**src/rtl/score_keeper_pkg.sv**
```systemverilog
// Shared types and constants for the score timer: FSM states and BCD digit geometry.
package score_keeper_pkg;

  typedef enum logic [1:0] {
    ST_RUN,
    ST_PAUSED,
    ST_OVER
  } state_t;

  localparam int unsigned    BCD_W   = 4;
  localparam logic [BCD_W-1:0] BCD_MAX = 4'd9;
  localparam int unsigned    DIGITS  = 4;

endpackage

```
**src/rtl/score_keeper_if.sv**
```systemverilog
// Control inputs and display/score outputs of the score timer, bundled for the display path.
interface score_keeper_if;
  import score_keeper_pkg::*;

  logic                      pause;
  logic                      gameover;
  logic                      start;
  logic [BCD_W-1:0]          val1;
  logic [BCD_W-1:0]          val2;
  logic [BCD_W-1:0]          val3;
  logic [BCD_W-1:0]          val4;
  logic [DIGITS*BCD_W-1:0]   hi_score;
  logic                      new_high;
  logic                      running;

  modport master (
    output pause, gameover, start,
    input  val1, val2, val3, val4, hi_score, new_high, running
  );

  modport slave (
    input  pause, gameover, start,
    output val1, val2, val3, val4, hi_score, new_high, running
  );

endinterface

```
**src/rtl/score_keeper_bcd_digit.sv**
```systemverilog
// One BCD decade: increments on inc_in, wraps 9->0 and raises carry_out in that cycle.
module bcd_digit
  import score_keeper_pkg::*;
(
  input  logic             clk,
  input  logic             rst,
  input  logic             clr,
  input  logic             inc_in,
  output logic [BCD_W-1:0] val,
  output logic             carry_out
);

  logic [BCD_W-1:0] val_q, val_d;

  always_comb begin
    val_d = val_q;
    if (clr) begin
      val_d = '0;
    end else if (inc_in) begin
      val_d = (val_q == BCD_MAX) ? '0 : val_q + BCD_W'(1);
    end
  end

  always_ff @(posedge clk or posedge rst) begin
    if (rst) begin
      val_q <= '0;
    end else begin
      val_q <= val_d;
    end
  end

  assign val       = val_q;
  assign carry_out = inc_in & (val_q == BCD_MAX);

endmodule

```
**src/rtl/score_keeper.sv**
```systemverilog
// Game score timer: clock-enabled 4-digit BCD seconds counter with pause, game-over freeze and high score.
module score_keeper
  import score_keeper_pkg::*;
#(
  parameter int unsigned TICK_DIV = 100_000_000
) (
  input  logic         clk_100mhz,
  input  logic         rst,
  score_keeper_if.slave bus
);

  localparam int unsigned      PW         = $clog2(TICK_DIV);
  localparam logic [PW-1:0]    PRESC_LAST = PW'(TICK_DIV - 1);

  state_t                    state_q, state_d;
  logic [PW-1:0]             presc_q, presc_d;
  logic [DIGITS*BCD_W-1:0]   hi_q, hi_d;
  logic                      new_high_q, new_high_d;
  logic                      running_q, running_d;

  logic                      clr, inc, sat, enter_over;
  logic [BCD_W-1:0]          dig [DIGITS];
  logic [DIGITS:0]           carry;
  logic [DIGITS*BCD_W-1:0]   score;
  logic                      top_carry_unused;

  assign carry[0]         = inc;
  assign top_carry_unused = carry[DIGITS];

  for (genvar i = 0; i < DIGITS; i++) begin : g_digit
    bcd_digit u_digit (
      .clk       (clk_100mhz),
      .rst       (rst),
      .clr       (clr),
      .inc_in    (carry[i]),
      .val       (dig[i]),
      .carry_out (carry[i+1])
    );
  end

  assign score = {dig[3], dig[2], dig[1], dig[0]};

  always_comb begin
    sat = 1'b1;
    for (int unsigned i = 0; i < DIGITS; i++) begin
      sat = sat & (dig[i] == BCD_MAX);
    end
  end

  // Priority inside each state: gameover > start > pause > tick.
  always_comb begin
    state_d    = state_q;
    presc_d    = presc_q;
    hi_d       = hi_q;
    new_high_d = new_high_q;
    clr        = 1'b0;
    inc        = 1'b0;
    enter_over = 1'b0;
    unique case (state_q)
      ST_RUN: begin
        if (bus.gameover) begin
          enter_over = 1'b1;
        end else if (bus.start) begin
          clr     = 1'b1;
          presc_d = '0;
        end else if (bus.pause) begin
          state_d = ST_PAUSED;
        end else if (presc_q == PRESC_LAST) begin
          presc_d = '0;
          inc     = ~sat;
        end else begin
          presc_d = presc_q + PW'(1);
        end
      end
      ST_PAUSED: begin
        if (bus.gameover) begin
          enter_over = 1'b1;
        end else if (bus.start) begin
          clr     = 1'b1;
          presc_d = '0;
          state_d = ST_RUN;
        end else if (!bus.pause) begin
          state_d = ST_RUN;
        end
      end
      ST_OVER: begin
        if (bus.start) begin
          clr        = 1'b1;
          presc_d    = '0;
          new_high_d = 1'b0;
          state_d    = ST_RUN;
        end
      end
      default: state_d = ST_RUN;
    endcase

    // BCD digits order like binary, so a plain unsigned compare ranks scores.
    if (enter_over) begin
      state_d    = ST_OVER;
      new_high_d = 1'b0;
      if (score > hi_q) begin
        hi_d       = score;
        new_high_d = 1'b1;
      end
    end
    running_d = (state_d == ST_RUN);
  end

  always_ff @(posedge clk_100mhz or posedge rst) begin
    if (rst) begin
      state_q    <= ST_RUN;
      presc_q    <= '0;
      hi_q       <= '0;
      new_high_q <= 1'b0;
      running_q  <= 1'b1;
    end else begin
      state_q    <= state_d;
      presc_q    <= presc_d;
      hi_q       <= hi_d;
      new_high_q <= new_high_d;
      running_q  <= running_d;
    end
  end

  assign bus.val1     = dig[0];
  assign bus.val2     = dig[1];
  assign bus.val3     = dig[2];
  assign bus.val4     = dig[3];
  assign bus.hi_score = hi_q;
  assign bus.new_high = new_high_q;
  assign bus.running  = running_q;

endmodule

```
**src/flat_wrapper.sv**
```systemverilog
// flat-port wrapper written by rule: the top's interface ports become plain ports
module score_keeper_flat import score_keeper_pkg::*;
#(
  parameter int unsigned TICK_DIV = 100_000_000
)
  (clk_100mhz, rst, bus_pause, bus_gameover, bus_start, bus_val1, bus_val2, bus_val3, bus_val4, bus_hi_score, bus_new_high, bus_running);
  score_keeper_if bus_i ();
  input  logic clk_100mhz;
  input  logic rst;
  input wire logic [$bits(bus_i.pause)-1:0] bus_pause;
  input wire logic [$bits(bus_i.gameover)-1:0] bus_gameover;
  input wire logic [$bits(bus_i.start)-1:0] bus_start;
  output wire logic [$bits(bus_i.val1)-1:0] bus_val1;
  output wire logic [$bits(bus_i.val2)-1:0] bus_val2;
  output wire logic [$bits(bus_i.val3)-1:0] bus_val3;
  output wire logic [$bits(bus_i.val4)-1:0] bus_val4;
  output wire logic [$bits(bus_i.hi_score)-1:0] bus_hi_score;
  output wire logic [$bits(bus_i.new_high)-1:0] bus_new_high;
  output wire logic [$bits(bus_i.running)-1:0] bus_running;
  assign bus_i.pause = bus_pause;
  assign bus_i.gameover = bus_gameover;
  assign bus_i.start = bus_start;
  assign bus_val1 = bus_i.val1;
  assign bus_val2 = bus_i.val2;
  assign bus_val3 = bus_i.val3;
  assign bus_val4 = bus_i.val4;
  assign bus_hi_score = bus_i.hi_score;
  assign bus_new_high = bus_i.new_high;
  assign bus_running = bus_i.running;
  score_keeper #(.TICK_DIV(TICK_DIV)) u_core (.clk_100mhz(clk_100mhz), .rst(rst), .bus(bus_i));
endmodule
```
**config.mk**
```make
export PLATFORM = sky130hd
export DESIGN_NAME = score_keeper_flat
export DESIGN_NICKNAME = d
export VERILOG_FILES = /design/src/rtl/score_keeper_pkg.sv /design/src/rtl/score_keeper_if.sv /design/src/rtl/score_keeper_bcd_digit.sv /design/src/rtl/score_keeper.sv /design/src/flat_wrapper.sv
export SDC_FILE = /design/constraint.sdc
export NUM_CORES = 1
export LEC_CHECK = 0
export CAP_MARGIN = 20
export CORE_MARGIN = 2
export CORE_UTILIZATION = 65
export CTS_BUF_LIST = sky130_fd_sc_hd__clkbuf_2
export DETAILED_ROUTE_END_ITERATION = 10
export DONT_BUFFER_PORTS = 1
export HOLD_SLACK_MARGIN = 0.06
export PLACE_DENSITY = 0.81
export SLEW_MARGIN = 40
export SYNTH_ARGS = -nofsm -noshare
export SYNTH_HDL_FRONTEND = slang
export SYNTH_SLANG_ARGS = --single-unit
```
**constraint.sdc**
```tcl
create_clock -name clk_100mhz -period 5.7 [get_ports clk_100mhz]
set_input_delay 0.57 -clock clk_100mhz [delete_from_list [all_inputs] [get_ports clk_100mhz]]
set_output_delay 0.57 -clock clk_100mhz [all_outputs]
set_load 0.05 [all_outputs]
```
==> flow_metrics.tcl <==
set metrics [dict create \
    grt_usage 0.2737 \
    row_count 28 \
    slew_headroom 0.5006 \
    internal-power_mw 0.6284 \
    r2r_start "u_core.g_digit[3].u_digit.val[0]" \
    power_density_nw_per_um2 240.3 \
    syn_nets 428 \
    dr_total_vias 3138 \
    reg2reg_depth 6 \
    grt_pass1_vias 3073 \
    grt_max_degree 64 \
    synth_seq_cells 63 \
    io-pin-count 39 \
    cts_setup_buffers 0 \
    grt_pass1_wl_mm 14.01 \
    ant_nets 0 \
    p_seq_frac 0.506 \
    synth_top_area_frac 0.3997 \
    rrSetupSlack_ns 2.74 \
    ir_drop_mv 0.1749 \
    ys_seq_area_frac 0.4065 \
    whs_ns 0.2581 \
    worstSkewPairLatency_ns 0.54 \
    firstDrtPassIters 5 \
    dp_hpwl_mm 6.012 \
    syn2layout_area_growth_pct 4.320 \
    synth_cell_types 63 \
    crit_path_end_kind "flip-flop" \
    clockBufferDepth 2 \
    cts_buffers 9 \
    tritoncts "done" \
    dp_cells 467 \
    initial_core_util 0.6634 \
    skew_ns 0.04297 \
    ys_warn_count 0 \
    tns_ns 0 \
    synth_top_area_cell "dfrtp_1" \
    clockRootBuffer "clkbuf_2" \
    startpoint_type "flip-flop" \
    min_path_cells 2 \
    antenna_found_initial 0 \
    hold_class "in2reg" \
    die-area_um2 6605 \
    slew_violations 0 \
    power.leakage_nw 1.726 \
    viasPerCell 6.483 \
    p_clk_frac 0.277 \
    yosysMostFrequentCell "dfrtp_1" \
    grt.overflow.total 0 \
    finalNonFillerCells 484 \
    switching_share 0.3541 \
    rsz0062_at_grt "no" \
    worstPathArrival_ns 3.39 \
    routed_wl_mm 8.398 \
    tightest_slew_ns 0.7491 \
    period_needed_ns 2.964 \
    comb_power_share 0.218 \
    p_switching_mw 0.3445 \
    status "finished, final reports clean" \
    r2r-end "u_core.bus.hi_score[13]" \
    drtIter0Drc 160 \
    dieHeight_um 81.27 \
    hold_path_end "u_core.bus.new_high" \
    synth_area_leaders "dfrtp_1, ha_1, mux2i_1" \
    crit_fanout 17 \
    hp-start "bus_start" \
    diodes 0 \
    drc 0 \
    die_x_um 81.27 \
    fmax_mhz 337.4 \
    drive_above_1_share 0.1002 \
    final_nets 430 \
    cp.required_ns 6.13 \
    cts.clk_slew.worst_paths_ns 0.20 \
    finalSetupViolCount 0 \
    cts_htree_levels 3 \
    synth_commonest_cells "dfrtp_1, inv_1, a21oi_1" \
    critPathKind "reg2reg" \
    hold_viol_final 0 \
    clock_sinks 63 \
    cap_violations 0 \
    fin_crit_sh 0.5199 \
    synth_edf_count 0 \
    wire_per_inst_um 17.35 \
    port_buffers 0 \
    core_area_um2 5851 \
    synth_ff_type "dfrtp_1" \
    postSynthCellCount 402 \
    synthesis.area_um2 3881 \
    synthArstFlopShare 1.000 \
    place_congestion 0.8765 \
    avgSynthCellArea_um2 9.655 \
]
-- worst max-delay path by stage --
stage | start | end | slack [ns]
2_1_floorplan | u_core.bus.hi_score[15] | u_core.bus.new_high | 2.95
3_3_place_gp | u_core.bus.hi_score[15] | u_core.bus.hi_score[13] | 2.68
3_5_place_dp | u_core.g_digit[3].u_digit.val[1] | u_core.bus.hi_score[13] | 2.74
4_1_cts | u_core.g_digit[3].u_digit.val[0] | u_core.bus.hi_score[13] | 2.73
5_1_grt | u_core.state_q[0] | u_core.presc_q[14] | 2.54
6_report | u_core.g_digit[3].u_digit.val[0] | u_core.bus.hi_score[13] | 2.74
-- cells in the final DEF, fill, tap and decap left out, types with 5 or more instances in the layout --
cell type	instances
xnor2_1	7
nand4_1	10
mux2i_1	15
mux2_2	7
o21ai_0	15
or3_1	8
xor2_1	5
clkbuf_2	11
nor2_1	27
o211ai_1	7
o31ai_1	5
or4_1	7
nand3_1	19
inv_1	36
nand2_1	26
dfrtp_1	62
ha_1	21
nor3_1	5
a21oi_1	28
-- worst max-delay path, cell delays in order (launching register included) --
cell and delay (ns):
dfrtp_1 0.80, ha_1 0.36, nand4_1 0.19, nor3_1 0.09
or3_1 0.35, o41a_2 0.70, mux2_2 0.36
-- layer usage --
metal  share of wire  wire length [um]  track usage  up-vias
li1                -                 -            -     1497
met1            0.43              3617       0.3180     1536
met2            0.49              4154       0.4664       84
met3           0.050               416      0.07222       21
met4           0.025               208       0.1322        0
met5               0                 0            0        -
-- flip-flops by register name, summed over array words and instances (netlist names) --
name                        count
u_core.g_digit.u_digit.val     16
u_core.bus.hi_score            16
u_core.bus.running              1
u_core.bus.new_high             1
u_core.state_q                  2
u_core.presc_q                 27
-- through the flow --
stage	total power [mW]	area (um2)	util	setup slack [ns]
5_1_grt	1.027	4049	0.6920	2.542
3_3_place_gp	0.7058	3929	0.6715	2.684
3_5_place_dp	0.7097	3930	0.6717	2.740
6_report	0.9728	4049	0.6920	2.736
4_1_cts	0.9709	4035	0.6897	2.725
2_1_floorplan	0.6538	3881	-	2.948
-- repair_timing --
action,4_1_cts,5_1_grt
endpoints found under the hold margin,0,12
gates resized for setup,0,0
hold buffers,0,1
-- power groups by stage --
stage	registers [mW]	logic, mW	clock network [mW]
after global placement	0.499	0.207	0
after CTS	0.492	0.211	0.268
after detailed placement	0.500	0.210	0
after global routing	0.495	0.241	0.292
final	0.492	0.212	0.269
after floorplan	0.496	0.158	0
-- cells by family after synthesis --
kind of cell               Yosys count  share of synthesized area
and+or+nand+nor                    145                     0.2282
buffers and inverters               50                    0.05351
muxes                               22                    0.05899
xor gates and xnor gates            12                    0.02708
AOI/OAI and AO/OA                   89                     0.1580
adders and majority gates           21                    0.06770
DFF                                 63                     0.4065
-- area by class of cell --
type / count / area, um2
Inverter: 37 / 138.9
Timing Repair Buffer: 4 / 36.28
Sequential cell: 63 / 1578
Multi-Input combinational cell: 289 / 2097
Clock inverter: 5 / 50.05
Tap cell: 75 / 93.84
Fill cell: 468 / 1802
Clock buffer: 11 / 55.05
Note: power is estimated with default switching activity, not from simulation.
